**src/rtl/rocketcpu_wb_decoder_if.sv**
```systemverilog
`default_nettype none
// +--------------------------------------------------------------------+
// | rocketcpu_wb_decoder_if : CPU-side and peripheral-side Wishbone    |
// | signal bundle for the address decoder.           Rev 1.0           |
// +--------------------------------------------------------------------+
interface rocketcpu_wb_decoder_if #(
    parameter int NUM_SLAVES = 8,
    parameter int AW         = 32,
    parameter int DW         = 32
);
    logic [AW-1:0]            i_wb_adr;
    logic [DW-1:0]            i_wb_dat;
    logic [DW/8-1:0]          i_wb_sel;
    logic                     i_wb_we;
    logic                     i_wb_cyc;
    logic [DW-1:0]            o_wb_rdt;
    logic                     o_wb_ack;
    logic                     o_wb_err;
    logic [AW-1:0]            o_s_adr;
    logic [DW-1:0]            o_s_dat;
    logic [DW/8-1:0]          o_s_sel;
    logic                     o_s_we;
    logic [NUM_SLAVES-1:0]    o_s_cyc;
    logic [NUM_SLAVES*DW-1:0] i_s_rdt;
    logic [NUM_SLAVES-1:0]    i_s_ack;

    // Decoder view: slave of the CPU bus, master of the peripherals.
    modport slave (
        input  i_wb_adr, i_wb_dat, i_wb_sel, i_wb_we, i_wb_cyc,
        output o_wb_rdt, o_wb_ack, o_wb_err,
        output o_s_adr, o_s_dat, o_s_sel, o_s_we, o_s_cyc,
        input  i_s_rdt, i_s_ack
    );

    modport master (
        output i_wb_adr, i_wb_dat, i_wb_sel, i_wb_we, i_wb_cyc,
        input  o_wb_rdt, o_wb_ack, o_wb_err,
        input  o_s_adr, o_s_dat, o_s_sel, o_s_we, o_s_cyc,
        output i_s_rdt, i_s_ack
    );
endinterface
`default_nettype wire

```
**src/rtl/rocketcpu_wb_decoder.sv**
```systemverilog
`default_nettype none
// +--------------------------------------------------------------------+
// | rocketcpu_wb_decoder : base/mask Wishbone decoder with registered  |
// | response mux and bus-timeout watchdog.           Rev 1.0           |
// +--------------------------------------------------------------------+
module rocketcpu_wb_decoder #(
    parameter int                         NUM_SLAVES = 8,
    parameter int                         AW         = 32,
    parameter int                         DW         = 32,
    parameter logic [NUM_SLAVES*AW-1:0]   SLAVE_BASE = {32'h0700_0000, 32'h0600_0000,
                                                        32'h0500_0000, 32'h0400_0000,
                                                        32'h0300_0000, 32'h0200_0000,
                                                        32'h0100_0000, 32'h0000_0000},
    parameter logic [NUM_SLAVES*AW-1:0]   SLAVE_MASK = {8{32'hFF00_0000}},
    parameter int                         TIMEOUT    = 255,
    parameter int                         TW         = 8,
    parameter logic [DW-1:0]              ERR_DATA   = 32'hDEAD_BEEF
) (
    input  wire logic                     i_wb_clk,
    input  wire logic                     i_rst_n,
    rocketcpu_wb_decoder_if.slave         bus,
    output logic                          o_err_sticky,
    output logic [AW-1:0]                 o_err_adr
);
    localparam int             C_IW       = (NUM_SLAVES > 1) ? $clog2(NUM_SLAVES) : 1;
    localparam logic [TW-1:0]  C_TMO_LAST = TW'((TIMEOUT > 0) ? TIMEOUT - 1 : 0);

    typedef enum logic [1:0] {
        S_IDLE   = 2'd0,
        S_ACTIVE = 2'd1,
        S_RESP   = 2'd2
    } state_t;

    state_t                state_q, state_d;
    logic [C_IW-1:0]       idx_q, idx_d;
    logic [TW-1:0]         cnt_q, cnt_d;
    logic                  ack_q, ack_d;
    logic                  err_q, err_d;
    logic [DW-1:0]         rdt_q, rdt_d;
    logic [NUM_SLAVES-1:0] scyc_q, scyc_d;
    logic                  sticky_q, sticky_d;
    logic [AW-1:0]         erradr_q, erradr_d;
    logic [AW-1:0]         adr_q, adr_d;

    logic                  w_hit;
    logic [C_IW-1:0]       w_idx;
    logic                  w_sel_ack;
    logic                  w_tmo;

    assign bus.o_s_adr  = bus.i_wb_adr;
    assign bus.o_s_dat  = bus.i_wb_dat;
    assign bus.o_s_sel  = bus.i_wb_sel;
    assign bus.o_s_we   = bus.i_wb_we;
    assign bus.o_s_cyc  = scyc_q;
    assign bus.o_wb_ack = ack_q;
    assign bus.o_wb_err = err_q;
    assign bus.o_wb_rdt = rdt_q;
    assign o_err_sticky = sticky_q;
    assign o_err_adr    = erradr_q;

    // Scanning from the top down lets the lowest matching window win.
    always_comb begin
        w_hit = 1'b0;
        w_idx = '0;
        for (int i = NUM_SLAVES - 1; i >= 0; i--) begin
            if ((bus.i_wb_adr & SLAVE_MASK[i*AW +: AW]) == SLAVE_BASE[i*AW +: AW]) begin
                w_hit = 1'b1;
                w_idx = C_IW'(i);
            end
        end
    end

    assign w_sel_ack = bus.i_s_ack[idx_q];
    assign w_tmo     = (TIMEOUT != 0) && (cnt_q == C_TMO_LAST);

    always_comb begin
        state_d  = state_q;
        idx_d    = idx_q;
        cnt_d    = cnt_q;
        ack_d    = 1'b0;
        err_d    = 1'b0;
        rdt_d    = rdt_q;
        scyc_d   = scyc_q;
        sticky_d = sticky_q;
        erradr_d = erradr_q;
        adr_d    = adr_q;
        case (state_q)
            S_IDLE: begin
                cnt_d = '0;
                if (bus.i_wb_cyc) begin
                    adr_d = bus.i_wb_adr;
                    if (w_hit) begin
                        idx_d   = w_idx;
                        scyc_d  = NUM_SLAVES'(1) << w_idx;
                        state_d = S_ACTIVE;
                    end else begin
                        ack_d    = 1'b1;
                        err_d    = 1'b1;
                        rdt_d    = ERR_DATA;
                        sticky_d = 1'b1;
                        erradr_d = bus.i_wb_adr;
                        state_d  = S_RESP;
                    end
                end
            end
            S_ACTIVE: begin
                // An abort beats a late ack: the master is no longer listening.
                if (!bus.i_wb_cyc) begin
                    scyc_d  = '0;
                    cnt_d   = '0;
                    state_d = S_IDLE;
                end else if (w_sel_ack) begin
                    rdt_d   = bus.i_s_rdt[idx_q*DW +: DW];
                    ack_d   = 1'b1;
                    scyc_d  = '0;
                    state_d = S_RESP;
                end else if (w_tmo) begin
                    rdt_d    = ERR_DATA;
                    ack_d    = 1'b1;
                    err_d    = 1'b1;
                    sticky_d = 1'b1;
                    erradr_d = adr_q;
                    scyc_d   = '0;
                    state_d  = S_RESP;
                end else begin
                    cnt_d = cnt_q + 1'b1;
                end
            end
            S_RESP: begin
                cnt_d   = '0;
                state_d = S_IDLE;
            end
            default: begin
                scyc_d  = '0;
                cnt_d   = '0;
                state_d = S_IDLE;
            end
        endcase
    end

    always_ff @(posedge i_wb_clk or negedge i_rst_n) begin
        if (!i_rst_n) begin
            state_q  <= S_IDLE;
            idx_q    <= '0;
            cnt_q    <= '0;
            ack_q    <= 1'b0;
            err_q    <= 1'b0;
            rdt_q    <= '0;
            scyc_q   <= '0;
            sticky_q <= 1'b0;
            erradr_q <= '0;
            adr_q    <= '0;
        end else begin
            state_q  <= state_d;
            idx_q    <= idx_d;
            cnt_q    <= cnt_d;
            ack_q    <= ack_d;
            err_q    <= err_d;
            rdt_q    <= rdt_d;
            scyc_q   <= scyc_d;
            sticky_q <= sticky_d;
            erradr_q <= erradr_d;
            adr_q    <= adr_d;
        end
    end
endmodule
`default_nettype wire

```
**src/flat_wrapper.sv**
```systemverilog
// flat-port wrapper written by rule: the top's interface ports become plain ports
module rocketcpu_wb_decoder_flat 
#(
    parameter int                         NUM_SLAVES = 8,
    parameter int                         AW         = 32,
    parameter int                         DW         = 32,
    parameter logic [NUM_SLAVES*AW-1:0]   SLAVE_BASE = {32'h0700_0000, 32'h0600_0000,
                                                        32'h0500_0000, 32'h0400_0000,
                                                        32'h0300_0000, 32'h0200_0000,
                                                        32'h0100_0000, 32'h0000_0000},
    parameter logic [NUM_SLAVES*AW-1:0]   SLAVE_MASK = {8{32'hFF00_0000}},
    parameter int                         TIMEOUT    = 255,
    parameter int                         TW         = 8,
    parameter logic [DW-1:0]              ERR_DATA   = 32'hDEAD_BEEF
)
  (i_wb_clk, i_rst_n, o_err_sticky, o_err_adr, bus_i_wb_adr, bus_i_wb_dat, bus_i_wb_sel, bus_i_wb_we, bus_i_wb_cyc, bus_o_wb_rdt, bus_o_wb_ack, bus_o_wb_err, bus_o_s_adr, bus_o_s_dat, bus_o_s_sel, bus_o_s_we, bus_o_s_cyc, bus_i_s_rdt, bus_i_s_ack);
  rocketcpu_wb_decoder_if #(.NUM_SLAVES(NUM_SLAVES), .AW(AW), .DW(DW)) bus_i ();
  input  wire logic i_wb_clk;
  input  wire logic i_rst_n;
  output logic o_err_sticky;
  output logic [AW-1:0] o_err_adr;
  input wire logic [$bits(bus_i.i_wb_adr)-1:0] bus_i_wb_adr;
  input wire logic [$bits(bus_i.i_wb_dat)-1:0] bus_i_wb_dat;
  input wire logic [$bits(bus_i.i_wb_sel)-1:0] bus_i_wb_sel;
  input wire logic [$bits(bus_i.i_wb_we)-1:0] bus_i_wb_we;
  input wire logic [$bits(bus_i.i_wb_cyc)-1:0] bus_i_wb_cyc;
  output wire logic [$bits(bus_i.o_wb_rdt)-1:0] bus_o_wb_rdt;
  output wire logic [$bits(bus_i.o_wb_ack)-1:0] bus_o_wb_ack;
  output wire logic [$bits(bus_i.o_wb_err)-1:0] bus_o_wb_err;
  output wire logic [$bits(bus_i.o_s_adr)-1:0] bus_o_s_adr;
  output wire logic [$bits(bus_i.o_s_dat)-1:0] bus_o_s_dat;
  output wire logic [$bits(bus_i.o_s_sel)-1:0] bus_o_s_sel;
  output wire logic [$bits(bus_i.o_s_we)-1:0] bus_o_s_we;
  output wire logic [$bits(bus_i.o_s_cyc)-1:0] bus_o_s_cyc;
  input wire logic [$bits(bus_i.i_s_rdt)-1:0] bus_i_s_rdt;
  input wire logic [$bits(bus_i.i_s_ack)-1:0] bus_i_s_ack;
  assign bus_i.i_wb_adr = bus_i_wb_adr;
  assign bus_i.i_wb_dat = bus_i_wb_dat;
  assign bus_i.i_wb_sel = bus_i_wb_sel;
  assign bus_i.i_wb_we = bus_i_wb_we;
  assign bus_i.i_wb_cyc = bus_i_wb_cyc;
  assign bus_o_wb_rdt = bus_i.o_wb_rdt;
  assign bus_o_wb_ack = bus_i.o_wb_ack;
  assign bus_o_wb_err = bus_i.o_wb_err;
  assign bus_o_s_adr = bus_i.o_s_adr;
  assign bus_o_s_dat = bus_i.o_s_dat;
  assign bus_o_s_sel = bus_i.o_s_sel;
  assign bus_o_s_we = bus_i.o_s_we;
  assign bus_o_s_cyc = bus_i.o_s_cyc;
  assign bus_i.i_s_rdt = bus_i_s_rdt;
  assign bus_i.i_s_ack = bus_i_s_ack;
  rocketcpu_wb_decoder #(.NUM_SLAVES(NUM_SLAVES), .AW(AW), .DW(DW), .SLAVE_BASE(SLAVE_BASE), .SLAVE_MASK(SLAVE_MASK), .TIMEOUT(TIMEOUT), .TW(TW), .ERR_DATA(ERR_DATA)) u_core (.i_wb_clk(i_wb_clk), .i_rst_n(i_rst_n), .bus(bus_i), .o_err_sticky(o_err_sticky), .o_err_adr(o_err_adr));
endmodule
```
**config.mk**
```make
export PLATFORM = sky130hd
export DESIGN_NAME = rocketcpu_wb_decoder_flat
export DESIGN_NICKNAME = d
export VERILOG_FILES = /design/src/rtl/rocketcpu_wb_decoder_if.sv /design/src/rtl/rocketcpu_wb_decoder.sv /design/src/flat_wrapper.sv
export SDC_FILE = /design/constraint.sdc
export NUM_CORES = 1
export LEC_CHECK = 0
export ABC_AREA = 1
export CAP_MARGIN = 0
export CORE_AREA = 5 5 184 186
export DETAILED_ROUTE_END_ITERATION = 10
export DIE_AREA = 0 0 189 191
export GPL_ROUTABILITY_DRIVEN = 0
export GPL_TIMING_DRIVEN = 0
export SLEW_MARGIN = 25
export SYNTH_ARGS = -nofsm -noshare
export SYNTH_HDL_FRONTEND = slang
export SYNTH_SLANG_ARGS = --single-unit
```
**constraint.sdc**
```tcl
create_clock -name i_wb_clk -period 1.8 [get_ports i_wb_clk]
set_input_delay 0.18 -clock i_wb_clk [delete_from_list [all_inputs] [get_ports i_wb_clk]]
set_output_delay 0.18 -clock i_wb_clk [all_outputs]
set_load 0.05 [all_outputs]
```
After elaboration in Yosys (flattened, before gate mapping)
Cells that the tools add are included.

Output and inout port bits: 144. Register bits after elaboration: 120. Word-level logic and storage cells: 106. Input port bits: 336.

Bitwise logic cells: 1. Shifts and indexed selects: 2. Magnitude comparators: 1. Add/sub/neg operators: 1. Reductions and logical operators: 10. Equal/unequal tests: 20. Multiplexer cells: 61.

Operators by type and width (count): $mux W32 (10); $shiftx A256 B9 Y32 (1); $pmux W32 S2 (2); $mux W8 (9); $eq A8 B3 Y1 const B (4); $logic_not A32 Y1 (1); $mux W3 (8); $pmux W8 S3 (1); $mux W1 (21); $eq A8 B2 Y1 const B (2); $mux W2 (5); $add A8 B1 Y8 const B (1); $eq A8 B1 Y1 const B (1); $eq A8 B8 Y1 const B (1); $ne A2 B2 Y1 const B (4); $shl A1 B3 Y8 const A (1); $ne A3 B3 Y1 const B (2); $pmux W1 S2 (3); $reduce_and A2 Y1 (3); $reduce_and A6 Y1 (1); $reduce_and A5 Y1 (1); $lt A3 B4 Y1 const B (1); $ne A2 B1 Y1 const B (2); $ne A4 B2 Y1 const B (1); other kinds (10) (10).

Depth between registers and ports, before layout
Gate-level depths: netlist (run 1).

Depth in word-level cells: 13. Gate-level depth with buffers: 12. Gate-level depth less buffers: 11.

Least setup slack after synthesis (run 1)
No wires, ideal clock.

Kind: reg-to-reg. Start point: register u_core.state_q[1]. End point: register u_core.rdt_q[5], in the netlist u_core.bus.o_wb_rdt[5]. Required time: 1.681 ns. Data arrival time: 1.446 ns. Setup time: 0.119 ns. Slack: 0.235 ns. Path buffers: 2. Period minus slack after synthesis: 1.565 ns. Stages on the path, launching flop included: 9. Cells stage by stage: dfrtp_1 nor2_2 inv_1 clkbuf_1 nor2_1 buf_2 nand3_1 nand2_1 nand2_1.

Word-level cells in the longest chain between the ends: 3. Elaborated cells between the ends (all ways): 9. Classes of those cells: 5 x eq/ne; 1 x mux; 3 x reduce/logical.

Ends and longest elaborated chain: start: declaration (line rocketcpu_wb_decoder.sv:34) `state_t state_q, state_d;`; start signal: assignment (line rocketcpu_wb_decoder.sv:154) `state_q <= state_d;`; $eq A2 B1 Y1 / $logic_not A2 Y1 (equally long branches) (line rocketcpu_wb_decoder.sv:87) `case (state_q)`; $ne A3 B1 Y1 (no source line) (tied with other cells); $reduce_and A5 Y1 (no source line); end signal: assignment (line rocketcpu_wb_decoder.sv:159) `rdt_q <= rdt_d;`; end: declaration (line rocketcpu_wb_decoder.sv:39) `logic [DW-1:0] rdt_q, rdt_d;`.

Several ways; a longest one is shown, not always the timed one. A chain may end at the register's enable or synchronous reset.

Worst setup path in the final report (run 1)
Start point: register u_core.idx_q[0]. End point: register u_core.rdt_q[4], in the netlist u_core.bus.o_wb_rdt[4].

Word-level cells in the longest chain between the ends: 5. Elaborated cells between the ends (all ways): 8. Classes of those cells: 1 x eq/ne; 1 x shift; 5 x mux; 1 x reduce/logical.

Ends and longest elaborated chain: start: declaration (line rocketcpu_wb_decoder.sv:35) `logic [C_IW-1:0] idx_q, idx_d;`; start signal: assignment (line rocketcpu_wb_decoder.sv:155) `idx_q <= idx_d;`; parallel branches: the longest is 5 deep, another holds $shiftx A256 B9 Y32.

Parallel ways; which one is timed is not known. The select of a mux whose other input is x is not followed.

==> key figures, run 1 <==
Die
  – Height of the die: 191 µm
  – Cell row count: 66
  – Boundary pin count: 480
  – Die X: 189 µm
  – Starting density of the core: 0.245
  – Die Area: 0.0361 mm²
  – Core area: 0.0321 mm²

GRT
  – Largest net degree at the start of global routing: 85
  – Total gr overflow: 0
  – Overall global routing resource usage: 0.213
  – Initial antenna violation count: 3
  – First-pass GRT wire length: 59100 µm
  – Vias in the first global route: 9726

Run
  – Max cap viols: 0

Power
  – Static Leakage: between 6 and 7 nW
  – PwrDens: 873 mW/mm²
  – Max IR drop VDD: roughly 0.43 mV
  – Power Total: 12.4 mW

Drt
  – Routed length per placed instance: just under 20 µm
  – DRT antenna net count: 0
  – First-iteration detailed-routing DRC count: 508
  – DR vias/cell: 4.76
  – Final wirelength: 40500 µm
  – Vias post-DR: 9932
  – Drt drc: 0
  – TritonRoute pass-1 iters: 5

Timing
  – Final setup viols: 9
  – Final worst slack: -0.0166 ns
  – Fin crit share: 1.01
  – Peak Freq: 0.550 GHz
  – Relative slew margins: 0.576
  – Number of hold violations in the final report: 0
  – Final slew viol count: 0
  – Tmin final: between 1.5 and 2 ns
  – Final clock skew: 0.00980 ns
  – Worst-Margin Slew: 0.639 ns
  – RSZ-0062 raised after global routing: true

Clock network
  – CTS tree: yes
  – Root buf cell: clkbuf_16
  – Clock Latency Late Sink: 0.42 ns
  – Reg clk slew, reported paths: 0.06 ns
  – Clk buf depth: 2
  – H-tree depth: 4
  – CTS Buf Count: 17
  – CTS sink cnt: 120

Yosys
  – Most common cell in the netlist: nand2_1
  – Post-synth top cells: 356 x nand2_1, 192 x o21ai_0, 156 x nor2_1
  – Asr flop ratio synth: 1.00
  – Area contributors post-synth: dfrtp_1 38%, nand2_1 17%, o21ai_0 12%
  – Syn nets: approximately 1500
  – Cells after Synth: 1189
  – Mapped cell area: 0.00788 mm²
  – Seq/Total Area, Yosys: 0.381
  – Syn. warnings: 0
  – Dominant synthesized flop cell: dfrtp_1
  – Yosys cell types: 22
  – Share of the synthesized area in the top cell type: 0.381
  – EDFF count, synth: 0
  – Avg Cell Area, Syn: 6.63 µm²
  – #FFs+latches synth: 120
  – Area leader, netlist: dfrtp_1

Finish
  – P&R area growth vs syn: 80.6%
  – Multi-input logic area: 0.00417 mm²
  – Non-filler cells, final: 2088
  – Sequential cell area: 0.00301 mm²
  – Fill cells: ~3300
  – Share of cells above drive strength 1: 0.157
  – Nets: 2003

Setup path
  – Required @ worst endpoint: roughly 2.1 ns
  – Most used cell, CP: nand2_4
  – Crit path buffers/inverters: 3
  – Kind of critical path: reg -> reg
  – Largest stage delay on the critical path: around 0.50 ns
  – Critical path's slowest cell: dfrtp_2
  – CP top delay family: simple AND/OR/NAND/NOR gates
  – Crit-path max FO: 7
  – Arrival time at the worst endpoint: 2.13 ns
  – CP Cell Sequence: buf_6, nand2_2, nand3_2, nand3_2, nand2_4, nand2_4, nand2_4, nand2_8, clkinv_8, clkbuf_16, nand2_2, nand2_1
  – Worst Setup End Kind: flip-flop
  – Kind of start point of the critical path: flip-flop

Placed design
  – Detailed placement HPWL: 32700 µm
  – Port buffer count: 442
  – Placed Instances: 2040

Worst hold path
  – Worst min-delay path class: in -> async

Outcome
  – Status: complete, but fails checks
  – Violated checks: setup timing
==> report_power, final <==
part | switching, mW | total (mW) | internal [mW]
sequential | 0.217 | 3.25 | 3.03
clock | 1.36 | 3.19 | 1.83
combinational | 3.71 | 5.99 | 2.28
==> routing by layer <==
layer	track usage	vias to the layer above	part of all wire
li1	-	4774	-
met1	0.277	4656	0.43
met2	0.354	443	0.47
met3	0.0469	57	0.074
met4	0.0703	2	0.026
met5	0	-	0.00049
==> metrics by stage <==
step                 util  worst slack [ns]  instance area, µm²  TNS [ns]  hold WS (ns)
floorplan               -             0.235                7880         0        -0.116
global placement    0.399             -4.48               12800   -573.84         0.451
detailed placement  0.400            -0.945               12800    -38.52        0.0835
CTS                 0.427           -0.0131               13700   -0.0141         0.252
global route        0.443            -0.105               14200     -2.83         0.278
finish              0.443           -0.0166               14200   -0.0672         0.261
==> registers in the layout, indices dropped and copies added, names as in the netlist <==
name and flops:
u_core.adr_q 32, u_core.bus.o_s_cyc 8, u_core.bus.o_wb_ack 1, u_core.bus.o_wb_err 1, u_core.bus.o_wb_rdt 32, u_core.cnt_q 8
u_core.idx_q 3, u_core.o_err_adr 32, u_core.o_err_sticky 1, u_core.state_q 2
==> area by class of cell <==
type                            instances  share of cell area
Antenna cell                            2            0.000352
Multi-Input combinational cell        862               0.293
Clock inverter                         14             0.00800
Buffer                                144              0.0768
Sequential cell                       120               0.211
Clock buffer                           18              0.0309
Timing Repair Buffer                  461               0.327
Inverter                               59              0.0170
Tap cell                              408              0.0359
==> cell families after synthesis <==
kind of cell	count (synthesis)	synth area share
AO/OA/AOI/OAI	274	0.185
buffers and inverters	207	0.137
XOR/XNOR	5	0.00556
flip-flops	120	0.381
AND/OR/NAND/NOR	581	0.289
adder cells (fa/ha/maj)	2	0.00318
==> timing repair <==
item,in CTS,in global routing
endpoints found under the hold margin,36,0
pin swaps,2,10
endpoints found under the setup margin,163,132
setup buffers,8,5
gates cloned,1,3
gates resized for setup,156,162
hold buffers,1,0
==> layout by cell type, fill, tap and decap left out, types with 9 or more instances in the layout <==
master / n
clkbuf_16: 20
buf_4: 94
clkbuf_1: 15
clkdlybuf4s50_1: 367
clkbuf_4: 11
dfrtp_1: 118
nand2_1: 314
nand3_1: 42
nand3_2: 9
nand2_2: 34
buf_6: 13
inv_1: 54
dlymetal6s2s_1: 27
clkbuf_2: 13
a21oi_1: 16
dlygate4sd2_1: 47
o21ai_0: 184
o22ai_2: 12
o22ai_1: 53
nor2_1: 150
==> path summary, 6_finish.rpt <==
check	depth (start not counted)	startpoint	end	slack, ns
worst max-delay path	12	u_core.idx_q[0]	u_core.bus.o_wb_rdt[4]	-0.02
worst min-delay path	2	i_rst_n	u_core.bus.o_wb_rdt[30]	0.26
worst max register to register	12	u_core.idx_q[0]	u_core.bus.o_wb_rdt[4]	-0.02
worst min register to register	2	u_core.o_err_adr[0]	u_core.o_err_adr[0]	0.46
max in group asynchronous	3	i_rst_n	u_core.idx_q[0]	0.80
min in group i_wb_clk	3	bus_i_wb_adr[16]	u_core.adr_q[16]	0.38
(Power assumes the default switching activity.)
==> run 2, diff against run 1 <==
--- a/config.mk
+++ b/config.mk
@@ -5,11 +5,10 @@
 export SDC_FILE = /design/constraint.sdc
 export NUM_CORES = 1
 export LEC_CHECK = 0
-export ABC_AREA = 1
 export CAP_MARGIN = 0
-export CORE_AREA = 5 5 184 186
+export CORE_AREA = 5 5 182 184
 export DETAILED_ROUTE_END_ITERATION = 10
-export DIE_AREA = 0 0 189 191
+export DIE_AREA = 0 0 187 189
 export GPL_ROUTABILITY_DRIVEN = 0
 export GPL_TIMING_DRIVEN = 0
 export SLEW_MARGIN = 25
==> run 2 against run 1 <==
  * Global-route usage fell by 4.2 points
  * Utilization increased by 0.49 points
  * Critical endpoint is now u_core.o_err_adr[24]
  * The run still ends with setup timing left
  * Largest cell class unchanged
  * Clock skew rose by 0.0045 ns
  * Sequential power is 5% lower
  * Non-clock buffer count decreased by 23
  * Flip-flop and latch count unchanged
  * Highest routed layer is now met4
  * Worst hold slack got worse by 0.059 ns
==> key figures, run 2 <==
Yosys
  – #FFs+latches synth: 120 (unchanged)
  – Compound-Gate Fraction of Synth Area: 0.0771 (-0.108)
  – Share of the synthesized area in the top cell type: 0.398 (+0.0169)
  – Syn. warnings: 0 (unchanged)
  – Dominant synthesized flop cell: dfrtp_1
  – Avg Cell Area, Syn: 13.6 µm² (+110%)
  – Area contributors post-synth: dfrtp_1 40%, mux4_2 19%, mux2_2 9.7%
  – Cells after Synth: 555 (-53%)
  – XOR/XNOR Fraction of Synth Area: 0.00232 (-0.00324)
  – Asr flop ratio synth: 1.00 (unchanged)
  – Yosys cell types: 49 (+120%)
  – Post-synth top cells: 120 x dfrtp_1, 77 x buf_4, 65 x mux2_2
  – EDFF count, synth: 0 (unchanged)
  – Mapped cell area: 0.00755 mm² (-4.2%)
  – Mux share of post-synthesis cell area: 0.378 (+0.378)
  – Syn nets: 893 (-42%)
  – Seq/Total Area, Yosys: 0.398 (+0.0169)
  – Post-Synth Adder-Cell Area: 0.00332 (+0.000141)
  – Post-Synth Simple-Gate Area: 0.0361 (-0.253)
  – Most common cell in the netlist: dfrtp_1
  – Area leader, netlist: dfrtp_1
  – Main combinational cell family by area after synthesis: multiplexers

GRT
  – Largest net degree at the start of global routing: 88 (+3.5%)
  – Vias in the first global route: 7360 (-24%)
  – Total gr overflow: 0 (unchanged)
  – First-pass GRT wire length: 46000 µm (-22%)
  – Overall global routing resource usage: 0.171 (-0.0423)
  – Initial antenna violation count: 1 (-2)

Power
  – Max IR drop VDD: 0.469 mV (+8.1%)
  – Static Leakage: 5.74 nW (-14%)
  – PwrDens: 796 mW/mm² (-8.8%)

Worst hold path
  – Worst Hold Endpoint: u_core.bus.o_s_cyc[7]
  – HP Start: bus_i_wb_adr[24]
  – Hold path cells: 3
  – Worst min-delay path class: in -> reg

Setup path
  – CP Cell Sequence: inv_2, ha_1, nand4_1, or2_4, a21oi_4, o21ai_4, buf_12, buf_4, mux2_1
  – Required @ worst endpoint: 2.09 ns (-0.02 ns)
  – Crit path buffers/inverters: 3 (unchanged)
  – Worst reg-to-reg path cell count: 9 (-3)
  – Largest stage delay on the critical path: 0.41 ns (-0.09 ns)
  – CP top delay family: simple AND/OR/NAND/NOR gates
  – Worst Setup End Kind: flip-flop
  – Worst r2r src: u_core.cnt_q[0]
  – Critical path's slowest cell: dfrtp_2
  – Crit-path max FO: 6 (-1)
  – RR Endpoint: u_core.o_err_adr[24]
  – Kind of critical path: reg -> reg
  – Kind of start point of the critical path: flip-flop
  – Arrival time at the worst endpoint: 2.30 ns (+0.17 ns)
  – Reg2reg setup slack: -0.21 ns (-0.19 ns)

Clock network
  – CTS Buf Count: 17 (unchanged)
  – H-tree depth: 4 (unchanged)
  – Clk buf depth: 2 (unchanged)
  – Clock Latency Late Sink: 0.42 ns (about the same)
  – Root buf cell: clkbuf_16
  – CTS tree: yes
  – Reg clk slew, reported paths: 0.06 ns (about the same)
  – CTS sink cnt: 120 (unchanged)

Run
  – Max cap viols: 0 (unchanged)

Outcome
  – Status: complete, but fails checks
  – Violated checks: setup timing

Timing
  – Peak Freq: 0.497 GHz (-9.7%)
  – Final worst slack: -0.211 ns (-0.194 ns)
  – Fin crit share: 1.12 (+0.108)
  – Number of hold violations in the final report: 0 (unchanged)
  – WHS: 0.201 ns (-0.0593 ns)
  – Worst-Margin Slew: 0.611 ns (-0.0276 ns)
  – Relative slew margins: 0.594 (+0.0183)
  – Final setup viols: 59 (+50)
  – Tmin final: 2.01 ns (+0.194 ns)
  – Final clock skew: 0.0143 ns (+0.00453 ns)
  – Final slew viol count: 0 (unchanged)
  – RSZ-0062 raised after global routing: true

Die
  – Core area: 0.0312 mm² (-2.8%)
  – Die X: 187 µm (-1.1%)
  – Cell row count: 65 (-1.5%)
  – Height of the die: 189 µm (-1.0%)
  – Starting density of the core: 0.242 (-0.00368)
  – Boundary pin count: 480 (unchanged)
  – Die Area: 0.0353 mm² (-2.1%)

Finish
  – Nets: 1388 (-31%)
  – Commonest cells after routing, fill and taps aside: 349 x clkdlybuf4s50_1, 117 x dfrtp_1, 116 x buf_4
  – P&R area growth vs syn: 85.4%
  – Most common cell after layout, fill and taps aside: clkdlybuf4s50_1
  – Share of cells above drive strength 1: 0.371 (+0.214)
  – Fin area: 0.0140 mm² (-1.7%)

Drt
  – DRT antenna net count: 0 (unchanged)
  – TritonRoute pass-1 iters: 4 (-1)
  – Final wirelength: 31900 µm (-21%)
  – First-iteration detailed-routing DRC count: 186 (-63%)
  – Vias post-DR: 6671 (-33%)
  – Routed length per placed instance: 21.7 µm (+12%)
  – Drt drc: 0 (unchanged)
  – DR vias/cell: 4.55 (-4.3%)

Placed design
  – DP Area: 0.0125 mm² (-2.8%)
  – Port buffer count: 440 (-0.45%)
  – Detailed placement HPWL: 25100 µm (-23%)
## run 2: changes by cell type in the layout (fill, tap and decap cells not counted), moves of 39 or more
cell / before / now
nand3_1: 42 / 3
nand2_1: 314 / 10
o22ai_1: 53 / 8
nor2_1: 150 / 7
mux4_2: 0 / 64
inv_1: 54 / 9
o21ai_0: 184 / 4
mux2_2: 0 / 65
## run 2: cell type report
cell class,instances,area (µm²)
Antenna cell,1,2.50
Buffer,106,968
Clock buffer,17,425
Clock inverter,15,184
Fill cell,2959,17200
Inverter,11,41.3
Multi-Input combinational cell,318,4040
Sequential cell,120,3010
Tap cell,402,503
Timing Repair Buffer,476,4830
## run 2: how the worst max path moves through the flow
stage / from / endpoint / cells after the start
CTS: u_core.cnt_q[0] / u_core.o_err_adr[6] / 9
detailed placement: bus_i_wb_adr[29] / u_core.o_err_adr[25] / 7
global route: u_core.cnt_q[0] / u_core.o_err_adr[29] / 9
floorplan: u_core.idx_q[0] / u_core.o_err_adr[23] / 7
finish: u_core.cnt_q[0] / u_core.o_err_adr[24] / 9
global placement: i_rst_n / u_core.bus.o_wb_rdt[31] / 1
## run 2: layer usage
| metal | share of wire | GRT usage |
|---|---|---|
| met5 | 0 | 0 |
| met4 | 0.0090 | 0.0287 |
| met3 | 0.073 | 0.0597 |
| met2 | 0.50 | 0.295 |
| met1 | 0.42 | 0.211 |
## run 2: worst reg2reg max path: cells and delay by family (launching register included)
kind                       cells  cell delay [ns]
muxes                          1             0.30
adders and majority gates      1             0.14
buffers and inverters          3             0.36
AOI/OAI and AO/OA              2             0.25
DFF                            1             0.41
and+or+nand+nor                2             0.45
## run 2: cells by family after synthesis
group / after synthesis
buf+inv: 117
xor+xnor: 2
fa+ha+maj: 2
mux: 193
simple gates: 51
flops: 120
compound gates: 70
## run 2: where the power goes
part	leakage [nW]	total, mW	switching, mW	internal [mW]
clock network	0.292	3.56	1.46	2.10
registers	1.39	3.09	0.130	2.97
logic	4.06	4.49	2.11	2.38
total	5.74	11.1	3.70	7.45
## run 2: stage by stage
step                      instances  power (mW)  setup WS (ns)  utilization  setup TNS (ns)
after detailed placement       1398        7.17         -0.580        0.400          -41.29
after global routing           1466        11.7         -0.276        0.448          -12.89
final                          1466        11.1         -0.211        0.448           -7.33
after global placement         1397        7.13          -4.67        0.399         -599.18
after CTS                      1441        10.8         -0.208        0.423          -11.62
after floorplan                 555        5.53        -0.0408            -           -1.07
## run 2: repair_timing
item,CTS,global route
gates cloned,1,8
hold endpoints to repair,33,0
resized for setup,78,157
pin swaps,5,14
setup buffers,9,17
endpoints found under the setup margin,140,127
hold buffers,1,0
==> run 3, diff against run 2 <==
--- a/config.mk
+++ b/config.mk
@@ -11,6 +11,7 @@
 export DIE_AREA = 0 0 187 189
 export GPL_ROUTABILITY_DRIVEN = 0
 export GPL_TIMING_DRIVEN = 0
+export HOLD_SLACK_MARGIN = 0.06
 export SLEW_MARGIN = 25
 export SYNTH_ARGS = -nofsm -noshare
 export SYNTH_HDL_FRONTEND = slang
==> results of run 3 <==
Same layout as run 2: the final DEF is identical, and so are final timing and power.
